### src/rtl/rf_wb_pkg.sv
// Shared types and widths for the register-file writeback collector.
package rf_wb_pkg;
    localparam int REG_AW = 3;
    localparam int DW     = 32;
    localparam int FW     = 5;
    localparam int NWPORT = 3;
    localparam int NREG   = 1 << REG_AW;

    typedef struct packed {
        logic              we;
        logic [REG_AW-1:0] wa;
        logic [DW-1:0]     wd;
        logic              wef;
        logic [FW-1:0]     wdf;
    } wb_entry_t;

    function automatic logic [NREG-1:0] reg_onehot(input logic en, input logic [REG_AW-1:0] wa);
        logic [NREG-1:0] m;
        m = '0;
        if (en) m[wa] = 1'b1;
        return m;
    endfunction
endpackage

### src/rtl/rf_writeback_if.sv
// Per-source result handshake bundle: one valid/ready pair and payload per source.
interface rf_writeback_if #(
    parameter int NSRC = 4
) ();
    import rf_wb_pkg::*;

    logic [NSRC-1:0]        S_VALID;
    logic [NSRC-1:0]        S_READY;
    logic [NSRC-1:0]        S_WE;
    logic [REG_AW*NSRC-1:0] S_WA;
    logic [DW*NSRC-1:0]     S_WD;
    logic [NSRC-1:0]        S_WEF;
    logic [FW*NSRC-1:0]     S_WDF;

    modport master (output S_VALID, S_WE, S_WA, S_WD, S_WEF, S_WDF, input S_READY);
    modport slave  (input S_VALID, S_WE, S_WA, S_WD, S_WEF, S_WDF, output S_READY);
endinterface

### src/rtl/rf_wb_fifo.sv
// Per-source result FIFO with registered ready; exposes its head and a
// pending-write mask covering every occupied slot.
module rf_wb_fifo
    import rf_wb_pkg::*;
#(
    parameter int DEPTH = 2
) (
    input  logic            clk,
    input  logic            rst_n,
    input  logic            push,
    input  wb_entry_t       din,
    output logic            ready,
    input  logic            pop,
    output logic            head_valid,
    output wb_entry_t       head,
    output logic [NREG-1:0] busy,
    output logic            fbusy,
    output logic            empty
);
    localparam int PW = $clog2(DEPTH);

    wb_entry_t        mem [DEPTH];
    logic [DEPTH-1:0] vld;
    logic [DEPTH-1:0] vld_next;
    logic [PW-1:0]    wr_ptr;
    logic [PW-1:0]    rd_ptr;
    logic [PW-1:0]    wr_ptr_next;
    logic [PW-1:0]    rd_ptr_next;
    logic             do_push;
    logic             do_pop;

    assign do_push    = push & ready;
    assign do_pop     = pop & vld[rd_ptr];
    assign head_valid = vld[rd_ptr];
    assign head       = mem[rd_ptr];
    assign empty      = ~|vld;

    always_comb begin
        vld_next    = vld;
        wr_ptr_next = wr_ptr;
        rd_ptr_next = rd_ptr;
        if (do_pop) begin
            vld_next[rd_ptr] = 1'b0;
            rd_ptr_next      = rd_ptr + PW'(1);
        end
        if (do_push) begin
            vld_next[wr_ptr] = 1'b1;
            wr_ptr_next      = wr_ptr + PW'(1);
        end
    end

    // Ready reflects the slot the next push would land in, so a full FIFO
    // never accepts even when it is being popped on the same edge.
    always_ff @(posedge clk or negedge rst_n) begin
        if (!rst_n) begin
            vld    <= '0;
            wr_ptr <= '0;
            rd_ptr <= '0;
            ready  <= 1'b0;
        end else begin
            vld    <= vld_next;
            wr_ptr <= wr_ptr_next;
            rd_ptr <= rd_ptr_next;
            ready  <= ~vld_next[wr_ptr_next];
        end
    end

    always_ff @(posedge clk) begin
        if (do_push) mem[wr_ptr] <= din;
    end

    always_comb begin
        busy  = '0;
        fbusy = 1'b0;
        for (int k = 0; k < DEPTH; k++) begin
            if (vld[k]) begin
                busy  = busy | reg_onehot(mem[k].we, mem[k].wa);
                fbusy = fbusy | mem[k].wef;
            end
        end
    end
endmodule

### src/rtl/rf_writeback.sv
// Writeback collector: round-robin packs up to three conflict-free register
// writes and one flag write per cycle from per-source FIFOs onto the RF ports.
module rf_writeback
    import rf_wb_pkg::*;
#(
    parameter int NSRC  = 4,
    parameter int DEPTH = 2
) (
    input  logic              CLK,
    input  logic              N_RST,
    rf_writeback_if.slave     src,
    output logic [REG_AW-1:0] WA1,
    output logic [REG_AW-1:0] WA2,
    output logic [REG_AW-1:0] WA3,
    output logic [DW-1:0]     WD1,
    output logic [DW-1:0]     WD2,
    output logic [DW-1:0]     WD3,
    output logic              WE1,
    output logic              WE2,
    output logic              WE3,
    output logic [FW-1:0]     WDF1,
    output logic              WEF1,
    output logic [FW-1:0]     WDF2,
    output logic              WEF2,
    output logic [NREG-1:0]   BUSY,
    output logic              FBUSY,
    output logic              IDLE
);
    localparam int SW = $clog2(NSRC);

    wb_entry_t         head [NSRC];
    logic [NSRC-1:0]   head_valid;
    logic [NSRC-1:0]   grant;
    logic [NSRC-1:0]   fifo_empty;
    logic [NSRC-1:0]   ready_vec;
    logic [NSRC-1:0]   fifo_fbusy;
    logic [NREG-1:0]   fifo_busy [NSRC];

    logic [SW-1:0]     rr;
    logic [SW-1:0]     rr_d;
    logic [NWPORT-1:0] we_d;
    logic [NWPORT-1:0] we_q;
    logic [REG_AW-1:0] wa_d [NWPORT];
    logic [REG_AW-1:0] wa_q [NWPORT];
    logic [DW-1:0]     wd_d [NWPORT];
    logic [DW-1:0]     wd_q [NWPORT];
    logic              flag_we_d;
    logic              flag_we_q;
    logic [FW-1:0]     flag_wd_d;
    logic [FW-1:0]     flag_wd_q;

    for (genvar i = 0; i < NSRC; i++) begin : g_src
        wb_entry_t din;
        assign din.we  = src.S_WE[i];
        assign din.wa  = src.S_WA[REG_AW*i +: REG_AW];
        assign din.wd  = src.S_WD[DW*i +: DW];
        assign din.wef = src.S_WEF[i];
        assign din.wdf = src.S_WDF[FW*i +: FW];

        rf_wb_fifo #(.DEPTH(DEPTH)) u_fifo (
            .clk        (CLK),
            .rst_n      (N_RST),
            .push       (src.S_VALID[i]),
            .din        (din),
            .ready      (ready_vec[i]),
            .pop        (grant[i]),
            .head_valid (head_valid[i]),
            .head       (head[i]),
            .busy       (fifo_busy[i]),
            .fbusy      (fifo_fbusy[i]),
            .empty      (fifo_empty[i])
        );
    end

    assign src.S_READY = ready_vec;

    // A head is taken whole or not at all; granted register writes fill ports in scan order.
    always_comb begin
        logic [1:0]      nreg;
        logic [NREG-1:0] taken;
        logic [SW-1:0]   idx;
        wb_entry_t       e;
        logic            reg_ok;
        logic            flag_ok;

        grant     = '0;
        we_d      = '0;
        flag_we_d = 1'b0;
        flag_wd_d = '0;
        for (int p = 0; p < NWPORT; p++) begin
            wa_d[p] = '0;
            wd_d[p] = '0;
        end
        nreg    = '0;
        taken   = '0;
        idx     = '0;
        e       = '0;
        reg_ok  = 1'b0;
        flag_ok = 1'b0;

        for (int k = 0; k < NSRC; k++) begin
            idx     = SW'((int'(rr) + k) % NSRC);
            e       = head[idx];
            reg_ok  = !e.we || ((nreg < 2'(NWPORT)) && !taken[e.wa]);
            flag_ok = !e.wef || !flag_we_d;
            if (head_valid[idx] && reg_ok && flag_ok) begin
                grant[idx] = 1'b1;
                if (e.we) begin
                    we_d[nreg] = 1'b1;
                    wa_d[nreg] = e.wa;
                    wd_d[nreg] = e.wd;
                    taken[e.wa] = 1'b1;
                    nreg = nreg + 2'd1;
                end
                if (e.wef) begin
                    flag_we_d = 1'b1;
                    flag_wd_d = e.wdf;
                end
            end
        end

        rr_d = rr;
        if (|grant) rr_d = (rr == SW'(NSRC - 1)) ? '0 : rr + SW'(1);
    end

    always_ff @(posedge CLK or negedge N_RST) begin
        if (!N_RST) begin
            rr        <= '0;
            we_q      <= '0;
            flag_we_q <= 1'b0;
            flag_wd_q <= '0;
            for (int p = 0; p < NWPORT; p++) begin
                wa_q[p] <= '0;
                wd_q[p] <= '0;
            end
        end else begin
            rr        <= rr_d;
            we_q      <= we_d;
            flag_we_q <= flag_we_d;
            flag_wd_q <= flag_wd_d;
            for (int p = 0; p < NWPORT; p++) begin
                wa_q[p] <= wa_d[p];
                wd_q[p] <= wd_d[p];
            end
        end
    end

    assign WE1  = we_q[0];
    assign WE2  = we_q[1];
    assign WE3  = we_q[2];
    assign WA1  = wa_q[0];
    assign WA2  = wa_q[1];
    assign WA3  = wa_q[2];
    assign WD1  = wd_q[0];
    assign WD2  = wd_q[1];
    assign WD3  = wd_q[2];
    assign WEF1 = flag_we_q;
    assign WDF1 = flag_wd_q;
    assign WEF2 = 1'b0;
    assign WDF2 = '0;

    always_comb begin
        BUSY  = '0;
        FBUSY = flag_we_q;
        for (int i = 0; i < NSRC; i++) begin
            BUSY  = BUSY | fifo_busy[i];
            FBUSY = FBUSY | fifo_fbusy[i];
        end
        for (int p = 0; p < NWPORT; p++) begin
            BUSY = BUSY | reg_onehot(we_q[p], wa_q[p]);
        end
    end

    assign IDLE = (&fifo_empty) & ~(|we_q) & ~flag_we_q;
endmodule

### src/flat_wrapper.sv
// flat-port wrapper written by rule: the top's interface ports become plain ports
module rf_writeback_flat import rf_wb_pkg::*;
#(
    parameter int NSRC  = 4,
    parameter int DEPTH = 2
)
  (CLK, N_RST, WA1, WA2, WA3, WD1, WD2, WD3, WE1, WE2, WE3, WDF1, WEF1, WDF2, WEF2, BUSY, FBUSY, IDLE, src_S_VALID, src_S_WE, src_S_WA, src_S_WD, src_S_WEF, src_S_WDF, src_S_READY);
  rf_writeback_if #(.NSRC(NSRC)) src_i ();
  input  logic CLK;
  input  logic N_RST;
  output logic [REG_AW-1:0] WA1;
  output logic [REG_AW-1:0] WA2;
  output logic [REG_AW-1:0] WA3;
  output logic [DW-1:0] WD1;
  output logic [DW-1:0] WD2;
  output logic [DW-1:0] WD3;
  output logic WE1;
  output logic WE2;
  output logic WE3;
  output logic [FW-1:0] WDF1;
  output logic WEF1;
  output logic [FW-1:0] WDF2;
  output logic WEF2;
  output logic [NREG-1:0] BUSY;
  output logic FBUSY;
  output logic IDLE;
  input wire logic [$bits(src_i.S_VALID)-1:0] src_S_VALID;
  input wire logic [$bits(src_i.S_WE)-1:0] src_S_WE;
  input wire logic [$bits(src_i.S_WA)-1:0] src_S_WA;
  input wire logic [$bits(src_i.S_WD)-1:0] src_S_WD;
  input wire logic [$bits(src_i.S_WEF)-1:0] src_S_WEF;
  input wire logic [$bits(src_i.S_WDF)-1:0] src_S_WDF;
  output wire logic [$bits(src_i.S_READY)-1:0] src_S_READY;
  assign src_i.S_VALID = src_S_VALID;
  assign src_i.S_WE = src_S_WE;
  assign src_i.S_WA = src_S_WA;
  assign src_i.S_WD = src_S_WD;
  assign src_i.S_WEF = src_S_WEF;
  assign src_i.S_WDF = src_S_WDF;
  assign src_S_READY = src_i.S_READY;
  rf_writeback #(.NSRC(NSRC), .DEPTH(DEPTH)) u_core (.CLK(CLK), .N_RST(N_RST), .src(src_i), .WA1(WA1), .WA2(WA2), .WA3(WA3), .WD1(WD1), .WD2(WD2), .WD3(WD3), .WE1(WE1), .WE2(WE2), .WE3(WE3), .WDF1(WDF1), .WEF1(WEF1), .WDF2(WDF2), .WEF2(WEF2), .BUSY(BUSY), .FBUSY(FBUSY), .IDLE(IDLE));
endmodule
### config.mk
export PLATFORM = sky130hd
export DESIGN_NAME = rf_writeback_flat
export DESIGN_NICKNAME = d
export VERILOG_FILES = /design/src/rtl/rf_wb_pkg.sv /design/src/rtl/rf_writeback_if.sv /design/src/rtl/rf_wb_fifo.sv /design/src/rtl/rf_writeback.sv /design/src/flat_wrapper.sv
export SDC_FILE = /design/constraint.sdc
export NUM_CORES = 1
export LEC_CHECK = 0
export BUFFER_PORTS_ARGS = -buffer_cell sky130_fd_sc_hd__clkbuf_2
export CAP_MARGIN = 20
export CORE_MARGIN = 1
export CORE_UTILIZATION = 59
export DETAILED_ROUTE_END_ITERATION = 10
export PLACE_DENSITY = 0.81
export REMOVE_ABC_BUFFERS = 1
export SLEW_MARGIN = 20
export SYNTH_ARGS = -nofsm -noshare
export SYNTH_HDL_FRONTEND = slang
export SYNTH_HIERARCHICAL = 1
export SYNTH_SLANG_ARGS = --single-unit
### constraint.sdc
create_clock -name CLK -period 7.65 [get_ports CLK]
set_input_delay 1.1475 -clock CLK [delete_from_list [all_inputs] [get_ports CLK]]
set_output_delay 1.1475 -clock CLK [all_outputs]
set_load 0.01 [all_outputs]
After elaboration in Yosys (flattened, before gate mapping)
Memory sizes are Yosys's and may differ from the RTL's.
Index checks and enable logic that the tools add are counted.
{"block": "totals", "register_bits": 136, "mem_bits_rw": 336, "romBits": 8, "input_bits": 174, "output_inout_bits": 134, "elab_cells": 484, "mem_count": 5}
{"name": "u_core.g_src[0].u_fifo.mem", "words": 2, "word_bits": 42, "rd": 3, "rd_clocked_by_memory_dff": 0, "write_ports": 1, "line": "rf_wb_fifo.sv:22", "text": "wb_entry_t mem [DEPTH];"}
{"name": "u_core.g_src[1].u_fifo.mem", "words": 2, "word_bits": 42, "rd": 3, "rd_clocked_by_memory_dff": 0, "write_ports": 1, "line": "rf_wb_fifo.sv:22"}
{"name": "u_core.g_src[2].u_fifo.mem", "words": 2, "word_bits": 42, "rd": 3, "rd_clocked_by_memory_dff": 0, "write_ports": 1, "line": "rf_wb_fifo.sv:22"}
{"name": "u_core.g_src[3].u_fifo.mem", "words": 2, "word_bits": 42, "rd": 3, "rd_clocked_by_memory_dff": 0, "write_ports": 1, "line": "rf_wb_fifo.sv:22"}
{"name": "(no name shown)", "words": 8, "word_bits": 1, "rd": 1, "rd_clocked_by_memory_dff": 0, "write_ports": 0, "line": "rf_writeback.sv:104", "text": "reg_ok = !e.we || ((nreg < 2'(NWPORT)) && !taken[e.wa]);"}
{"block": "classes", "n_addsub": 14, "n_lt_le_gt_ge": 76, "n_eq_ne": 1, "n_mux": 227, "n_bitwise": 61, "n_reduce_logical": 74}
{"operator": "$mux W96", "n": 6}
{"operator": "$bmux W42 S2", "n": 4}
{"operator": "$mux W42", "n": 8}
{"operator": "$bwmux W96", "n": 3}
{"operator": "$mux W8", "n": 29}
{"operator": "$demux W32 S2", "n": 3}
{"operator": "$mux W32", "n": 5}
{"operator": "$or A8 B8 Y8", "n": 12}
{"operator": "$mux W1", "n": 85}
{"operator": "$lt A3 B4 Y1 const B", "n": 15}
{"operator": "$mux W9", "n": 6}
{"operator": "$demux W1 S3", "n": 14}
{"operator": "$ge A3 B1 Y1 const B", "n": 14}
{"operator": "$logic_and A1 B1 Y1", "n": 42}
{"operator": "$mux W5", "n": 8}
{"operator": "$mux W3", "n": 11}
{"operator": "$bwmux W9", "n": 3}
{"operator": "$lt A1 B2 Y1 const B", "n": 13}
{"operator": "$mux W2", "n": 13}
{"operator": "$ge A3 B3 Y1 const B", "n": 7}
{"operator": "$demux W3 S2", "n": 3}
{"operator": "$logic_not A1 Y1", "n": 18}
{"operator": "$lt A2 B3 Y1 const B", "n": 6}
{"operator": "$not A2 Y3", "n": 6}
{"operator": "other kinds (30)", "n": 119}

Logic depth before layout (Yosys ltp)
Gate-level depths: netlist of run 1.
{"block": "depth", "word_depth": 41, "mapped_depth": 29, "ltp_nobuf": 20}

Modules after synthesis
Netlist of run 1, hierarchy kept.
{"mod": "rf_writeback", "instances": 1, "cells_per_inst": 1105, "area_per_inst_um2": 11827.6, "seq_area_each_um2": 2902.8}
{"mod": "rf_wb_fifo (u_core.g_src[1].u_fifo ...)", "instances": 3, "cells_per_inst": 173, "area_per_inst_um2": 3508.4, "seq_area_each_um2": 2647.5}
{"mod": "rf_wb_fifo (u_core.g_src[0].u_fifo)", "instances": 1, "cells_per_inst": 173, "area_per_inst_um2": 3601.0, "seq_area_each_um2": 2647.5}

Worst setup path before layout of run 1
OpenSTA, ideal clock, no wires.
{"block": "synth_path", "path_kind": "flip-flop to flip-flop", "from": "reg u_core.rr[0]", "to": "reg u_core.g_src[0].u_fifo.ready", "setup_time_ns": 0.065, "arrival_time_ns": 6.356, "required_time_ns": 7.585, "path_slack_ns": 1.230, "stages_incl_launch_ff": 29, "n_path_buf": 8, "synth_period_minus_slack_ns": 6.420, "cell_sequence": "dfrtp_1 -> buf_6 -> buf_12 -> buf_8 -> buf_2 -> buf_2 -> buf_1 -> clkbuf_1 -> inv_1 -> ha_1 -> buf_2 -> mux4_2 -> xor2_1 -> nor3_4 -> a21oi_1 -> mux2i_1 -> inv_1 -> ha_1 -> a31oi_1 -> o31ai_1 -> a211o_1 -> o31ai_2 -> nand2_1 -> a21oi_1 -> a222oi_1 -> nand2_1 -> nand2b_1 -> a2bb2oi_1 -> mux2_2"}
{"block": "synth_via", "elab_chain_len": 41, "elab_cells_between_ends": 140, "cone_classes": "add/sub: 5; order compare: 17; mux: 67; bitwise: 12; reduce/logical: 38; memory: 1"}
{"item": "start: declaration", "line": "rf_writeback.sv:39", "text": "logic [SW-1:0] rr;"}
{"item": "start signal: assignment", "line": "rf_writeback.sv:137", "text": "rr <= rr_d;"}
{"item": "$not A2 Y3 (not written as such)", "line": "rf_writeback.sv:103", "text": "e = head[idx];"}
{"item": "$bmux W42 S2", "line": "rf_writeback.sv:103"}
{"item": "$mux W42 (not written as such) (2 in a row)", "line": "rf_writeback.sv:103"}
{"item": "$lt A3 B4 Y1 (not written as such) (tied with other cells)", "line": "rf_writeback.sv:112", "text": "taken[e.wa] = 1'b1;"}
{"item": "$logic_and A1 B1 Y1 (not written as such) or $mux W1 (tied branches)", "line": "rf_writeback.sv:112, rf_writeback.sv:104"}
{"item": "$mux W1 (not written as such) or $logic_not A1 Y1 (tied branches)", "line": "rf_writeback.sv:112, rf_writeback.sv:104"}
{"item": "$demux W1 S3 or $logic_or A1 B1 Y1 (tied branches)"}
{"item": "$mux W8 or $logic_and A1 B1 Y1 (tied branches)", "line": "rf_writeback.sv:108, rf_writeback.sv:106"}
{"item": "[24 not listed]"}
{"item": "$mux W4 *", "line": "rf_writeback.sv:106", "text": "if (head_valid[idx] && reg_ok && flag_ok) begin"}
{"item": "net u_core.grant[0]", "line": "rf_writeback.sv:33", "text": "logic [NSRC-1:0] grant;"}
{"item": "$and A1 B1 Y1 *", "line": "rf_wb_fifo.sv:33", "text": "assign do_pop = pop & vld[rd_ptr];"}
{"item": "$mux W2 *", "line": "rf_wb_fifo.sv:42", "text": "if (do_pop) begin"}
{"item": "$or A2 B2 Y2 (no source line)"}
{"item": "$mux W2 *", "line": "rf_wb_fifo.sv:46", "text": "if (do_push) begin"}
{"item": "$mux W1 (not written as such) * (2 in a row)", "line": "rf_wb_fifo.sv:64", "text": "ready <= ~vld_next[wr_ptr_next];"}
{"item": "$not A1 Y1 *", "line": "rf_wb_fifo.sv:64"}
{"item": "end signal: assignment", "line": "rf_wb_fifo.sv:64"}
{"item": "end: declaration", "line": "rf_wb_fifo.sv:12", "text": "output logic ready,"}
The timed path passes the listed nets; every way through them passes the cells marked *. The select of a mux whose other input is x is not followed.
A chain may end at the register's enable or synchronous reset.

==> results of run 1 <==
## logic make-up after synthesis
group | after synthesis | synth area share
buffers and inverters | 188 | 0.0454
other | 1 | 0.000144
muxes | 458 | 0.283
xor gates and xnor gates | 5 | 0.00169
AOI/OAI and AO/OA | 257 | 0.0646
and+or+nand+nor | 397 | 0.0759
adders and majority gates | 19 | 0.00916
DFF | 472 | 0.520
## power by group through the flow
stage / Combinational (uW) / Clock (uW) / Sequential (uW)
2_1_floorplan: 6460 / 0 / 4100
3_3_place_gp: 8520 / 0 / 3860
3_5_place_dp: 8790 / 0 / 3890
4_1_cts: 8850 / 2460 / 3850
5_1_grt: 9580 / 2540 / 3900
6_report: 9000 / 2430 / 3850
## routing by layer
metal / up-vias / global-route usage
li1: 7553 / -
met1: 8759 / 0.385
met2: 875 / 0.518
met3: 209 / 0.0599
met4: 10 / 0.163
met5: - / 0
## critical path: stages (launching register included)
cell	delay (ns)
dfrtp_4	0.69
buf_4	0.86
mux4_2	0.75
nand2_4	0.19
nor3_4	0.08
a21oi_1	0.13
buf_4	0.19
mux2i_1	0.54
inv_1	0.17
ha_1	0.23
a31oi_1	0.13
o31ai_1	0.09
a211o_1	0.32
nor4_4	0.21
buf_4	0.22
nor4b_4	0.22
o21bai_2	0.19
o2111a_4	0.78
mux2i_1	0.31
## sequential cells by signal, indices dropped and copies added, names as in the netlist
signal                      count
u_core/we_q                     3
u_core/WA1                      3
u_core/WD1                     32
u_core/WEF1                     1
u_core/WDF1                     5
u_core/WD3                     32
u_core/WD2                     32
u_core/WA3                      3
u_core/rr                       2
u_core/g_src.u_fifo/mem       336
u_core/g_src.u_fifo/wr_ptr      4
u_core/WA2                      3
u_core/g_src.u_fifo/vld         8
u_core/g_src.u_fifo/ready       4
u_core/g_src.u_fifo/rd_ptr      4
## synthesized netlist by cell type (all sizes together), types with 3 or more instances
master   count
nand2      134
nor4        10
o31a         4
a222oi       4
or4          3
xor2         5
nand2b      22
o22ai       31
o31ai        3
o32ai        9
and3         4
clkbuf      48
dfrtp      136
buf         77
and2         6
a2bb2oi      8
a21oi      122
o2bb2ai      3
nor2        63
a211o        5
nor3        74
inv         60
a221oi      11
a22o         5
nand3       29
mux2       193
or2          6
mux4       152
nand3b       9
o21ai       14
o311ai       3
a211oi       3
mux2i      113
a22oi       12
nor2b       16
a31oi        7
edfxtp     336
nand4       12
ha          19
## final timing paths
path,slack (ns),to,cells after the start
max,1.17,u_core/WD3[15],18
min,0.53,u_core/WD1[20],1
max reg2reg,1.17,u_core/WD3[15],18
min reg2reg,0.59,u_core/g_src[3].u_fifo/vld[0],1
max in group asynchronous,5.89,u_core/rr[1],2
min in group CLK,0.59,u_core/g_src[3].u_fifo/vld[0],1
## cell type report
class	count	area [sq um]	share of cell area
sequential	472	13500	0.461
multi-input combinational	1142	11400	0.390
timing repair buffer	323	1710	0.0585
clock buffer	60	1320	0.0449
tap	585	732	0.0250
clock inverter	30	327	0.0111
inverter	62	239	0.00816
antenna	8	20.0	0.000683
## stage by stage
step | instance area (sq um) | total power, uW | util
floorplan | 25000 | 10600 | -
global placement | 27600 | 12400 | 0.638
detailed placement | 27600 | 12700 | 0.638
CTS | 29200 | 15200 | 0.676
global route | 29300 | 16000 | 0.677
finish | 29300 | 15300 | 0.677
==> results_dict.tcl, run 1 <==
set metrics [dict create \
    power_frac_clock 0.159 \
    final_cells 2682 \
    worstPathArrival_ns 6.97 \
    syn_area_per_cell_sq_um 14.4 \
    intPower_uw 8620 \
    status "finished, final reports clean" \
    root_buffer "clkbuf_16" \
    drt_iter0_markers 1622 \
    drv_cap 0 \
    worstReg2RegStart "u_core/rr[1]" \
    io_buffers 301 \
    synthDistinctLibCells 89 \
    max_freq_ghz 0.154 \
    clk_latency_ns 0.61 \
    nets 2242 \
    crit_type "flip-flop to flip-flop" \
    ios 308 \
    post_cts_buffers 0 \
    drive_gt1_frac 0.361 \
    post-route-period-util 0.847 \
    netlist.top_cell.by_area "edfxtp_1" \
    via_per_inst 6.49 \
    cts_sinks 472 \
    wl_um 69400 \
    slew_viol_final 0 \
    antenna_found_initial 11 \
    synth_seq_cells 472 \
    cp-start-kind "flip-flop" \
    synth_top_flop_cell "edfxtp_1" \
    grt_pass1_wl_um 101000 \
    grt_max_degree 161 \
    p_per_area_nw_per_um2 521 \
    dr.pass1.iters 6 \
    final_common_cell "edfxtp_1" \
    drtAntennaViolNets 0 \
    ys_top_cells_by_area "edfxtp_1, dfrtp_1, mux4_2, mux2_4, mux2i_1" \
    dp_worst_setup_slack_ns 1.25 \
    rows 76 \
    wl_per_cell_um 25.9 \
    start_util 0.600 \
    p_leak_uw 0.0120 \
    relSlewSlack 0.273 \
    synth-seq-area-share 0.520 \
    worst_pin_slew_ns 1.09 \
    cts_tree "built" \
    wl_met1_um 26100 \
    area.growth.synth_to_final_pct 12.9 \
    die_h_um 212 \
    dr_wl_met3_um 5670 \
    grt-ovfl-total 0 \
    synth-async-reset-ratio 0.288 \
    seqPwrFrac 0.252 \
    die-width_um 212 \
    core_sq_um 43300 \
    synth.cell_area_sq_um 26000 \
    period_needed_ns 6.48 \
    routed-via-count 17406 \
    n_fill_cell 2946 \
    skew_ns 0.0289 \
    remaining_drc_errors 0 \
    ctsResizeCount 0 \
    path_max_fanout 64 \
    yosys_warnings 6 \
    met2_length_um 34400 \
    rsz0062_at_grt "no" \
    critPathCaptureType "flip-flop" \
    track_usage 0.310 \
    synth_cells 1797 \
    dpl.hpwl_um 43600 \
    dp_cells 2583 \
    die-area_sq_um 44800 \
    htree_levels 2 \
    final_cell_mix "edfxtp_1, clkbuf_2, nand2_1" \
    cts_buffers 48 \
    required_ns 8.14 \
    netSwitchingFraction 0.436 \
    synth-edff-count 336 \
    combPwrFrac 0.589 \
    worst_slack_ns 1.17 \
    grt_pass1_vias 17433 \
    fin_tns_setup_ns 0 \
    gp_congestion 0.885 \
    min_path_type "input pin to async pin" \
    holdWs_ns 0.533 \
    ctsHoldBuffers 0 \
    p_sw_uw 6660 \
    crit_start "u_core/rr[1]" \
    routed.top_layer "met5" \
    clock_path_buffers 3 \
    finalSetupViolations 0 \
    synth_top_area_frac 0.389 \
    ir_worst_vdd_mv 0.424 \
    hold_violations 0 \
    cts.clk_slew.worst_paths_ns 0.06 \
]
(Power assumes the default switching activity.)
==> run 2, diff against run 1 <==
CORE_UTILIZATION = 54   (was 59)
PLACE_DENSITY = 0.78   (was 0.81)
clock period = 5.95 ns   (was 7.65 ns; I/O delays follow)
==> results_dict.tcl, run 2 (synthesis gave the netlist of run 1 again) <==
set metrics [dict create \
    status "finished, final reports clean" \
    p_per_area_nw_per_um2 672 \
    routed-via-count 17514 \
    die-width_um 221 \
    root_buffer "clkbuf_16" \
    nets 2254 \
    grt_pass1_wl_um 106000 \
    cp-start-kind "flip-flop" \
    cp_top_family "multiplexers" \
    clk_latency_ns 0.59 \
    min_path_type "input pin to async pin" \
    crit_end "u_core/WA1[1]" \
    cts_sinks 472 \
    grt_pass1_vias 17405 \
    intPower_uw 11100 \
    grt_max_degree 81 \
    crit_type "flip-flop to flip-flop" \
    holdWs_ns 0.348 \
    post-route-period-util 0.935 \
    track_usage 0.289 \
    p_sw_uw 8630 \
    combPwrFrac 0.595 \
    grt-ovfl-total 0 \
    area.growth.synth_to_final_pct 13.2 \
    wl_um 70900 \
    cts.clk_slew.worst_paths_ns 0.07 \
    ios 308 \
    wl_per_cell_um 26.2 \
    seqPwrFrac 0.249 \
    netSwitchingFraction 0.437 \
    drt_iter0_markers 1645 \
    finalSetupViolations 0 \
    r2r_end "u_core/WA1[1]" \
    drtAntennaViolNets 0 \
    drive_gt1_frac 0.365 \
    post_cts_buffers 0 \
    antenna_found_initial 6 \
    final_common_cell "edfxtp_1" \
    dpl.hpwl_um 46500 \
    path_max_fanout 29 \
    die-area_sq_um 48900 \
    io_buffers 301 \
    crit_buf_inv 2 \
    final_cell_mix "edfxtp_1, clkbuf_2, nand2_1" \
    worst_pin_slew_ns 1.05 \
    hold_violations 0 \
    remaining_drc_errors 0 \
    required_ns 6.42 \
    dr.pass1.iters 8 \
    start_util 0.553 \
    cp_num_cells 16 \
    clock_path_buffers 3 \
    regMostFlops "u_core/g_src.u_fifo/mem" \
    largest_reg_flops 336 \
    ir_worst_vdd_mv 0.489 \
    slowest_delay_ns 0.75 \
    cts_buffers 49 \
    dp_worst_setup_slack_ns 0.487 \
    critPathCaptureType "flip-flop" \
    gp_congestion 0.897 \
    relSlewSlack 0.297 \
    die_h_um 221 \
    worstReg2RegStart "u_core/g_src[2].u_fifo/rd_ptr" \
    rsz0062_at_grt "no" \
    drv_cap 0 \
    via_per_inst 6.46 \
    rows 79 \
    ctsResizeCount 0 \
    cp_slowest_cell "dfrtp_4" \
    htree_levels 2 \
    totalPowerFinal_uw 19700 \
    crit_start "u_core/g_src[2].u_fifo/rd_ptr" \
    p_leak_uw 0.0121 \
    skew_ns 0.0110 \
    ctsHoldBuffers 0 \
    reg2reg_slack_ns 0.39 \
    cts_tree "built" \
    max_freq_ghz 0.180 \
    worstPathArrival_ns 6.03 \
    period_needed_ns 5.56 \
    core_sq_um 47000 \
    path_cells "mux2_2, mux4_2, xor2_1, nor3_4, a21oi_1, mux2i_1, inv_1, ha_1, a31oi_1, o31ai_1, a211o_1, o31ai_2, a221oi_2, nand4_1, buf_4, mux2_1" \
    slew_viol_final 0 \
    power_frac_clock 0.156 \
    reg2reg_depth 16 \
    worst_slack_ns 0.388 \
]
-- run 2: cell count changes in the layout (fill, tap and decap cells not counted), sizes merged --
cell      previous run  this run
bufinv               5         3
clkinv              23        21
clkinvlp             3         4
inv                 61        65
diode                8         2
buf                 23        34
-- run 2: worst min-delay path by stage --
| stage | startpoint | endpoint | slack, ns | cells after the start |
|---|---|---|---|---|
| 2_1_floorplan | u_core/g_src[3].u_fifo/wr_ptr | u_core/g_src[3].u_fifo/vld[0] | 0.49 | 1 |
| 3_3_place_gp | u_core/g_src[3].u_fifo/wr_ptr | u_core/g_src[3].u_fifo/vld[0] | 0.55 | 1 |
| 3_5_place_dp | u_core/g_src[3].u_fifo/wr_ptr | u_core/g_src[3].u_fifo/vld[0] | 0.58 | 1 |
| 4_1_cts | N_RST | u_core/WA1[1] | 0.36 | 1 |
| 5_1_grt | N_RST | u_core/we_q[0] | 0.39 | 1 |
| 6_report | N_RST | u_core/WD1[16] | 0.35 | 1 |
-- run 2: final cells by class --
| type | instances | area (sq um) |
|---|---|---|
| multi-input cells | 1142 | 11400 |
| clock inverters | 31 | 292 |
| clock buffers | 60 | 1340 |
| repair buffers | 334 | 1800 |
| inverters | 62 | 239 |
| flip-flops and latches | 472 | 13500 |
| diodes | 2 | 5.00 |
| fillers | 3410 | 17600 |
| well taps | 607 | 759 |
-- run 2: layer usage --
metal | vias to the layer above | wire length, um | GRT usage
li1 | 7562 | - | -
met1 | 8812 | 27200 | 0.372
met2 | 944 | 35000 | 0.484
met3 | 190 | 5920 | 0.0548
met4 | 6 | 2750 | 0.114
met5 | - | 45 | 0
-- run 2: worst register-to-register path: stages, from the launching register on --
cell and delay, ns:
dfrtp_4 0.75, mux2_2 0.46, mux4_2 0.56, xor2_1 0.28, nor3_4 0.08, a21oi_1 0.31
mux2i_1 0.28, inv_1 0.12, ha_1 0.22, a31oi_1 0.14, o31ai_1 0.09, a211o_1 0.33
o31ai_2 0.53, a221oi_2 0.19, nand4_1 0.16, buf_4 0.51, mux2_1 0.42
-- run 2: stage by stage --
stage,cell area [sq um],cells,setup TNS (ns),util
floorplan,25000,1676,-969.04,-
global placement,27700,2617,0,0.591
detailed placement,27700,2617,0,0.591
CTS,29400,2708,0,0.626
global route,29400,2709,0,0.626
finish,29400,2710,0,0.626
-- run 2: power by group through the flow --
stage | Clock (uW) | Combinational, uW | Sequential [uW]
finish | 3080 | 11700 | 4920
global route | 3260 | 12600 | 4970
CTS | 3130 | 11600 | 4910
detailed placement | 0 | 11600 | 4970
global placement | 0 | 11300 | 4950
floorplan | 0 | 8300 | 5270
